**src/rtl/chroma_frame_sequencer_if.sv**
```systemverilog
// Stream channel between the reader, the chroma converter and the writer.
//   t_valid/t_ready : handshake, a beat transfers when both are high at a clock edge
//   t_data          : DATA_WIDTH bits, 4 pixels as Y0 U Y1 V
//   t_keep          : byte enables
//   t_last          : marks the final beat of a picture
// The master modport drives payload and valid; the slave modport drives ready.
interface nasti_stream_channel #(
  parameter int unsigned DATA_WIDTH = 64
);
  logic                    t_valid;
  logic                    t_ready;
  logic [DATA_WIDTH-1:0]   t_data;
  logic [DATA_WIDTH/8-1:0] t_keep;
  logic                    t_last;

  modport master (output t_valid, output t_data, output t_keep, output t_last, input t_ready);
  modport slave  (input t_valid, input t_data, input t_keep, input t_last, output t_ready);
endinterface

```
**src/rtl/chroma_frame_sequencer.sv**
```systemverilog
// Frame-level controller that steers one 4:2:2 picture through the chroma converter.
// On start it latches the picture size, gates exactly width*height/4 beats from the reader
// into the converter (generating t_last on the final beat), passes converter output straight
// through to the writer and pulses done once the converter's last output beat is accepted.
//   clk, rst              : clock, synchronous active-low reset
//   start, abort          : one-cycle commands (start honoured in idle, abort in feed/drain)
//   cfg_width, cfg_height : picture size in pixels / lines
//   busy, done, err       : status; err is sticky until the next accepted start
//   line_cnt, out_cnt     : current input line, output beats accepted in this frame
//   up, cvt_src           : reader -> converter input passthrough
//   cvt_dst, down         : converter output -> writer passthrough
module chroma_frame_sequencer #(
  parameter int unsigned DATA_WIDTH = 64,
  parameter int unsigned DIM_W      = 12
) (
  input  logic                 clk,
  input  logic                 rst,
  input  logic                 start,
  input  logic                 abort,
  input  logic [DIM_W-1:0]     cfg_width,
  input  logic [DIM_W-1:0]     cfg_height,
  output logic                 busy,
  output logic                 done,
  output logic                 err,
  output logic [DIM_W-1:0]     line_cnt,
  output logic [2*DIM_W-1:0]   out_cnt,
  nasti_stream_channel.slave   up,
  nasti_stream_channel.master  cvt_src,
  nasti_stream_channel.slave   cvt_dst,
  nasti_stream_channel.master  down
);

  typedef enum logic [2:0] {StIdle, StLoad, StFeed, StDrain, StDone} state_e;

  state_e             state_q;
  logic [DIM_W-1:0]   width_q, height_q, bpl_q, beat_cnt_q, line_cnt_q;
  logic [2*DIM_W-1:0] out_cnt_q;
  logic               err_q, busy_q, done_q;
  // Converter signalled its last output before our last input: finish at the final input beat.
  logic               early_q;

  logic in_feed, out_open, last_beat, beat_wrap, in_hs, out_hs, out_last_hs, cfg_bad;

  always_comb begin
    in_feed     = (state_q == StFeed);
    out_open    = in_feed || (state_q == StDrain);
    beat_wrap   = (beat_cnt_q == bpl_q - DIM_W'(1));
    last_beat   = beat_wrap && (line_cnt_q == height_q - DIM_W'(1));
    cfg_bad     = (width_q[1:0] != 2'b00) || (width_q == '0) || (height_q == '0);

    up.t_ready      = in_feed && cvt_src.t_ready;
    cvt_src.t_valid = in_feed && up.t_valid;
    cvt_src.t_data  = up.t_data[DATA_WIDTH-1:0];
    cvt_src.t_keep  = up.t_keep[DATA_WIDTH/8-1:0];
    cvt_src.t_last  = in_feed && last_beat;

    cvt_dst.t_ready = out_open && down.t_ready;
    down.t_valid    = out_open && cvt_dst.t_valid;
    down.t_data     = cvt_dst.t_data[DATA_WIDTH-1:0];
    down.t_keep     = cvt_dst.t_keep[DATA_WIDTH/8-1:0];
    down.t_last     = cvt_dst.t_last;

    in_hs       = in_feed && up.t_valid && cvt_src.t_ready;
    out_hs      = out_open && cvt_dst.t_valid && down.t_ready;
    out_last_hs = out_hs && cvt_dst.t_last;
  end

  always_ff @(posedge clk) begin
    if (!rst) begin
      state_q    <= StIdle;
      width_q    <= '0;
      height_q   <= '0;
      bpl_q      <= '0;
      beat_cnt_q <= '0;
      line_cnt_q <= '0;
      out_cnt_q  <= '0;
      err_q      <= 1'b0;
      busy_q     <= 1'b0;
      done_q     <= 1'b0;
      early_q    <= 1'b0;
    end else begin
      done_q <= 1'b0;
      if (out_hs) out_cnt_q <= out_cnt_q + 1'b1;
      unique case (state_q)
        StIdle: begin
          if (start) begin
            width_q  <= cfg_width;
            height_q <= cfg_height;
            err_q    <= 1'b0;
            busy_q   <= 1'b1;
            state_q  <= StLoad;
          end
        end
        StLoad: begin
          bpl_q      <= width_q >> 2;
          beat_cnt_q <= '0;
          line_cnt_q <= '0;
          out_cnt_q  <= '0;
          early_q    <= 1'b0;
          if (cfg_bad) begin
            err_q   <= 1'b1;
            busy_q  <= 1'b0;
            done_q  <= 1'b1;
            state_q <= StDone;
          end else begin
            state_q <= StFeed;
          end
        end
        StFeed: begin
          if (in_hs) begin
            if (up.t_last && !last_beat) err_q <= 1'b1;
            if (beat_wrap) begin
              beat_cnt_q <= '0;
              line_cnt_q <= line_cnt_q + 1'b1;
            end else begin
              beat_cnt_q <= beat_cnt_q + 1'b1;
            end
          end
          if (out_last_hs) begin
            err_q   <= 1'b1;
            early_q <= 1'b1;
          end
          // Abort takes priority over the final input beat.
          if (abort) begin
            err_q   <= 1'b1;
            busy_q  <= 1'b0;
            done_q  <= 1'b1;
            state_q <= StDone;
          end else if (in_hs && last_beat) begin
            if (early_q || out_last_hs) begin
              busy_q  <= 1'b0;
              done_q  <= 1'b1;
              state_q <= StDone;
            end else begin
              state_q <= StDrain;
            end
          end
        end
        StDrain: begin
          if (abort) begin
            err_q   <= 1'b1;
            busy_q  <= 1'b0;
            done_q  <= 1'b1;
            state_q <= StDone;
          end else if (out_last_hs) begin
            busy_q  <= 1'b0;
            done_q  <= 1'b1;
            state_q <= StDone;
          end
        end
        StDone: state_q <= StIdle;
        default: state_q <= StIdle;
      endcase
    end
  end

  assign busy     = busy_q;
  assign done     = done_q;
  assign err      = err_q;
  assign line_cnt = line_cnt_q;
  assign out_cnt  = out_cnt_q;

endmodule

```
**src/flat_wrapper.sv**
```systemverilog
// flat-port wrapper written by rule: the top's interface ports become plain ports
module chroma_frame_sequencer_flat 
#(
  parameter int unsigned DATA_WIDTH = 64,
  parameter int unsigned DIM_W      = 12
)
  (clk, rst, start, abort, cfg_width, cfg_height, busy, done, err, line_cnt, out_cnt, up_t_valid, up_t_data, up_t_keep, up_t_last, up_t_ready, cvt_src_t_valid, cvt_src_t_data, cvt_src_t_keep, cvt_src_t_last, cvt_src_t_ready, cvt_dst_t_valid, cvt_dst_t_data, cvt_dst_t_keep, cvt_dst_t_last, cvt_dst_t_ready, down_t_valid, down_t_data, down_t_keep, down_t_last, down_t_ready);
  nasti_stream_channel #(.DATA_WIDTH(DATA_WIDTH)) up_i ();
  nasti_stream_channel #(.DATA_WIDTH(DATA_WIDTH)) cvt_src_i ();
  nasti_stream_channel #(.DATA_WIDTH(DATA_WIDTH)) cvt_dst_i ();
  nasti_stream_channel #(.DATA_WIDTH(DATA_WIDTH)) down_i ();
  input  logic clk;
  input  logic rst;
  input  logic start;
  input  logic abort;
  input  logic [DIM_W-1:0] cfg_width;
  input  logic [DIM_W-1:0] cfg_height;
  output logic busy;
  output logic done;
  output logic err;
  output logic [DIM_W-1:0] line_cnt;
  output logic [2*DIM_W-1:0] out_cnt;
  input wire logic [$bits(up_i.t_valid)-1:0] up_t_valid;
  input wire logic [$bits(up_i.t_data)-1:0] up_t_data;
  input wire logic [$bits(up_i.t_keep)-1:0] up_t_keep;
  input wire logic [$bits(up_i.t_last)-1:0] up_t_last;
  output wire logic [$bits(up_i.t_ready)-1:0] up_t_ready;
  output wire logic [$bits(cvt_src_i.t_valid)-1:0] cvt_src_t_valid;
  output wire logic [$bits(cvt_src_i.t_data)-1:0] cvt_src_t_data;
  output wire logic [$bits(cvt_src_i.t_keep)-1:0] cvt_src_t_keep;
  output wire logic [$bits(cvt_src_i.t_last)-1:0] cvt_src_t_last;
  input wire logic [$bits(cvt_src_i.t_ready)-1:0] cvt_src_t_ready;
  input wire logic [$bits(cvt_dst_i.t_valid)-1:0] cvt_dst_t_valid;
  input wire logic [$bits(cvt_dst_i.t_data)-1:0] cvt_dst_t_data;
  input wire logic [$bits(cvt_dst_i.t_keep)-1:0] cvt_dst_t_keep;
  input wire logic [$bits(cvt_dst_i.t_last)-1:0] cvt_dst_t_last;
  output wire logic [$bits(cvt_dst_i.t_ready)-1:0] cvt_dst_t_ready;
  output wire logic [$bits(down_i.t_valid)-1:0] down_t_valid;
  output wire logic [$bits(down_i.t_data)-1:0] down_t_data;
  output wire logic [$bits(down_i.t_keep)-1:0] down_t_keep;
  output wire logic [$bits(down_i.t_last)-1:0] down_t_last;
  input wire logic [$bits(down_i.t_ready)-1:0] down_t_ready;
  assign up_i.t_valid = up_t_valid;
  assign up_i.t_data = up_t_data;
  assign up_i.t_keep = up_t_keep;
  assign up_i.t_last = up_t_last;
  assign up_t_ready = up_i.t_ready;
  assign cvt_src_t_valid = cvt_src_i.t_valid;
  assign cvt_src_t_data = cvt_src_i.t_data;
  assign cvt_src_t_keep = cvt_src_i.t_keep;
  assign cvt_src_t_last = cvt_src_i.t_last;
  assign cvt_src_i.t_ready = cvt_src_t_ready;
  assign cvt_dst_i.t_valid = cvt_dst_t_valid;
  assign cvt_dst_i.t_data = cvt_dst_t_data;
  assign cvt_dst_i.t_keep = cvt_dst_t_keep;
  assign cvt_dst_i.t_last = cvt_dst_t_last;
  assign cvt_dst_t_ready = cvt_dst_i.t_ready;
  assign down_t_valid = down_i.t_valid;
  assign down_t_data = down_i.t_data;
  assign down_t_keep = down_i.t_keep;
  assign down_t_last = down_i.t_last;
  assign down_i.t_ready = down_t_ready;
  chroma_frame_sequencer #(.DATA_WIDTH(DATA_WIDTH), .DIM_W(DIM_W)) u_core (.clk(clk), .rst(rst), .start(start), .abort(abort), .cfg_width(cfg_width), .cfg_height(cfg_height), .busy(busy), .done(done), .err(err), .line_cnt(line_cnt), .out_cnt(out_cnt), .up(up_i), .cvt_src(cvt_src_i), .cvt_dst(cvt_dst_i), .down(down_i));
endmodule
```
**config.mk**
```make
export PLATFORM = sky130hd
export DESIGN_NAME = chroma_frame_sequencer_flat
export DESIGN_NICKNAME = d
export VERILOG_FILES = /design/src/rtl/chroma_frame_sequencer_if.sv /design/src/rtl/chroma_frame_sequencer.sv /design/src/flat_wrapper.sv
export SDC_FILE = /design/constraint.sdc
export NUM_CORES = 1
export LEC_CHECK = 0
export BUFFER_PORTS_ARGS = -buffer_cell sky130_fd_sc_hd__buf_2
export CORE_AREA = 2 2 143 145
export CTS_BUF_LIST = sky130_fd_sc_hd__clkbuf_16
export CTS_CLUSTER_SIZE = 30
export DETAILED_ROUTE_END_ITERATION = 7
export DIE_AREA = 0 0 145 147
export PLACE_DENSITY = 0.58
export SLEW_MARGIN = 30
export SYNTH_ARGS = -nofsm -noshare
export SYNTH_HDL_FRONTEND = slang
export SYNTH_SLANG_ARGS = --single-unit
```
**constraint.sdc**
```tcl
create_clock -name clk -period 2.7 [get_ports clk]
set_clock_uncertainty 0.2 [all_clocks]
set_input_delay 0.27 -clock clk [delete_from_list [all_inputs] [get_ports clk]]
set_output_delay 0.27 -clock clk [all_outputs]
set_load 0.03 [all_outputs]
```
==> flow_summary.yaml <==
run_status:
  status: "complete, but fails checks"
  failed_checks: "negative setup slack"
floorplan:
  fp.coreArea_sq_mm: 0.0198
  ios: 367
  fp.dieW_um: 145
  die_y_um: 147
  start_util: 0.287
  die-area_sq_mm: 0.0213
  rows: 52
synthesis:
  yosys_warnings: 0
  synth_edf_count: 0
  synthFlopType: "dfxtp_1"
  synthDistinctLibCells: 61
  yosys.area.top_type: "dfxtp_1"
  synth_area_leaders: "dfxtp_1 31%, buf_4 19%, nand2_1 7.1%"
  synth_cells: 723
  synth-seq-cells: 89
  synthArstFlopShare: 0
  mappedNetlistNets: 907
  synth_top_area_share: 0.313
  seq_area_frac_synth: 0.313
  syn_area_sq_mm: 0.00569
  avgSynthCellArea_sq_um: 7.87
pwr:
  peakVddDrop_mv: 0.366
  power_switching_mw: 1.74
  power_per_cell_area_mw_per_mm2: 711
  finalPower_mw: 4.61
  swShare: 0.378
  combPwrFrac: 0.399
  power.internal_mw: 2.86
  p_leak_nw: 2.66
  p_seq_frac: 0.347
  clockPowerShare: 0.254
placement:
  gp_congestion: 0.858
  place_ws_ns: -0.183
  placed_cell_area_sq_mm: 0.00575
  hpwl_um: 11200
  port_buffers: 78
  place_inst: 961
worst_setup_path:
  critPathArrivalTime_ns: 2.68
  cp_slowest_cell: "or4_4"
  cp_max_fo: 5
  slowest_delay_ns: 0.57
  reg2regPathDepth: 11
  rr_startpoint: "u_core.bpl_q[1]"
  r2r_slack_ns: -0.30
  crit_chain: "inv_2 > ha_4 > o21ba_1 > a221oi_2 > a41oi_2 > a2111o_1 > or4_4 > nor3b_4 > buf_6"
  start_kind: "register"
  critPathRequiredTime_ns: 2.23
  rr_endpoint: "u_core.line_cnt[7]"
  cp-end-kind: "output port"
  path_class: "register to output port"
timing:
  holdWs_ns: 0.0258
  fin_crit_ns: 3.15
  slew_violations: 0
  fmax_mhz: 317
  worst_slack_ns: -0.450
  hold_viol: 0
  tightestPinTransition_ns: 0.492
  finalCritPeriodShare: 1.17
  setup-tns-final_ns: -7.19
  setup_viol: 31
  slew_headroom: 0.672
  rsz0062_at_grt: "yes"
min_path:
  hold_path_depth: 3
  min_to: "u_core.err"
  min_path_type: "primary input to register"
  hold_start: "up_t_last"
detailed_routing:
  drc: 0
  detail-route-antenna-nets: 0
  drt_pre_antenna_iters: 4
  routedWlPerCell_um: 14.7
  initialDrtViolationCount: 153
  routed_wl_um: 14800
  via_count: 4683
  vias_per_cell: 4.64
cts:
  clock_tree.buffer_depth: 2
  clk_latency_ns: 0.35
  htreeDepth: 3
  root_buffer: "clkbuf_16"
  cts_tree: "yes"
  cts_num_sinks: 89
  path_clk_slew_ns: 0.06
  numCtsBuffers: 9
finish:
  final_common_cell: "nand2_1"
  utilization: 0.327
  postLayoutCellArea_sq_mm: 0.00648
  final_nets: 918
  syn2layout_area_growth_pct: 14.0
  antenna_cells: 0
  drive_above_1_share: 0.269
  final_cell_count_no_fill: 1009
  final_cell_mix: "107 x nand2_1, 84 x dfxtp_1, 77 x buf_2"
grt:
  grt_pass1_wl_um: 23900
  grt_overflow_total: 0
  grt_max_degree: 36
  antenna_found_initial: 0
  grt_pass1_vias: 4507
  grt_usage: 0.141
run:
  max_cap_violations: 0
## metal layers
metal | part of all wire | global-route usage | vias up
met5 | 0 | 0 | -
li1 | - | - | 2355
met3 | 0.056 | 0.0376 | 67
met2 | 0.46 | 0.229 | 136
met4 | 0.037 | 0.0743 | 0
met1 | 0.44 | 0.171 | 2125
## critical path, delay by kind of cell (launching register included)
kind	cells	cell delay (ns)
adder cells (fa/ha/maj)	1	0.17
AND/OR/NAND/NOR	2	0.77
flip-flops	1	0.35
AO/OA/AOI/OAI	4	0.85
buffers and inverters	2	0.20
## sequential cells by signal, summed over array words and instances (netlist names)
register and count:
u_core.done 1, u_core.bpl_q 10, u_core.out_cnt 24, u_core.width_q 12, u_core.early_q 1, u_core.beat_cnt_q 12
u_core.err 1, u_core.line_cnt 12, u_core.height_q 12, u_core.busy 1, u_core.state_q 3
## timing repair
action	4_1_cts	5_1_grt
setup buffers	5	1
pin swaps	7	3
gates resized for setup	16	11
endpoints found under the setup margin	18	31
hold buffers	24	0
hold endpoints to repair	24	0
cloned	2	0
## worst max-delay path by stage
stage	startpoint	endpoint	slack, ns	cells past startpoint
detailed placement	u_core.bpl_q[0]	cvt_src_t_last	-0.18	9
global placement	u_core.bpl_q[0]	cvt_src_t_last	-0.12	8
global route	u_core.bpl_q[1]	cvt_src_t_last	-0.56	9
CTS	u_core.bpl_q[0]	cvt_src_t_last	-0.47	9
finish	u_core.bpl_q[1]	cvt_src_t_last	-0.45	9
floorplan	u_core.bpl_q[5]	cvt_src_t_last	-0.03	6
## Yosys cell counts, types with 16 or more instances
cell type  instances
dfxtp_1           89
o21ai_0           17
buf_4            145
nor2_1            51
xnor2_1           20
xor2_1            32
a21oi_1           53
nand4_1           16
nand2_1          107
clkbuf_1          24
nand3_1           18
## area by class of cell
class                   count  area, sq um
multi-input cells         445         2770
inverters                  13         48.8
well taps                 270          338
clock inverters             7         47.5
clock buffers               9          225
flip-flops and latches     89         1790
repair buffers            176         1260
fillers                  2097        13400
## power groups by stage
stage               Sequential (mW)  Combinational (mW)  Clock, mW
finish                         1.60                1.84       1.17
global route                   1.62                2.05       1.27
CTS                            1.60                1.83       1.20
detailed placement             1.63                1.76          0
global placement               1.63                1.75          0
floorplan                      1.66                1.48          0
## logic make-up (layout without fill, tap and decap cells)
family / after synthesis / in the layout / share of synthesized area
compound gates: 120 / 120 / 0.141
xor+xnor: 52 / 52 / 0.0801
fa+ha+maj: 6 / 6 / 0.0132
buf+inv: 189 / 205 / 0.223
flops: 89 / 89 / 0.313
mux: 4 / 4 / 0.00726
simple gates: 263 / 263 / 0.223
Power figures use the tool's default switching activity.
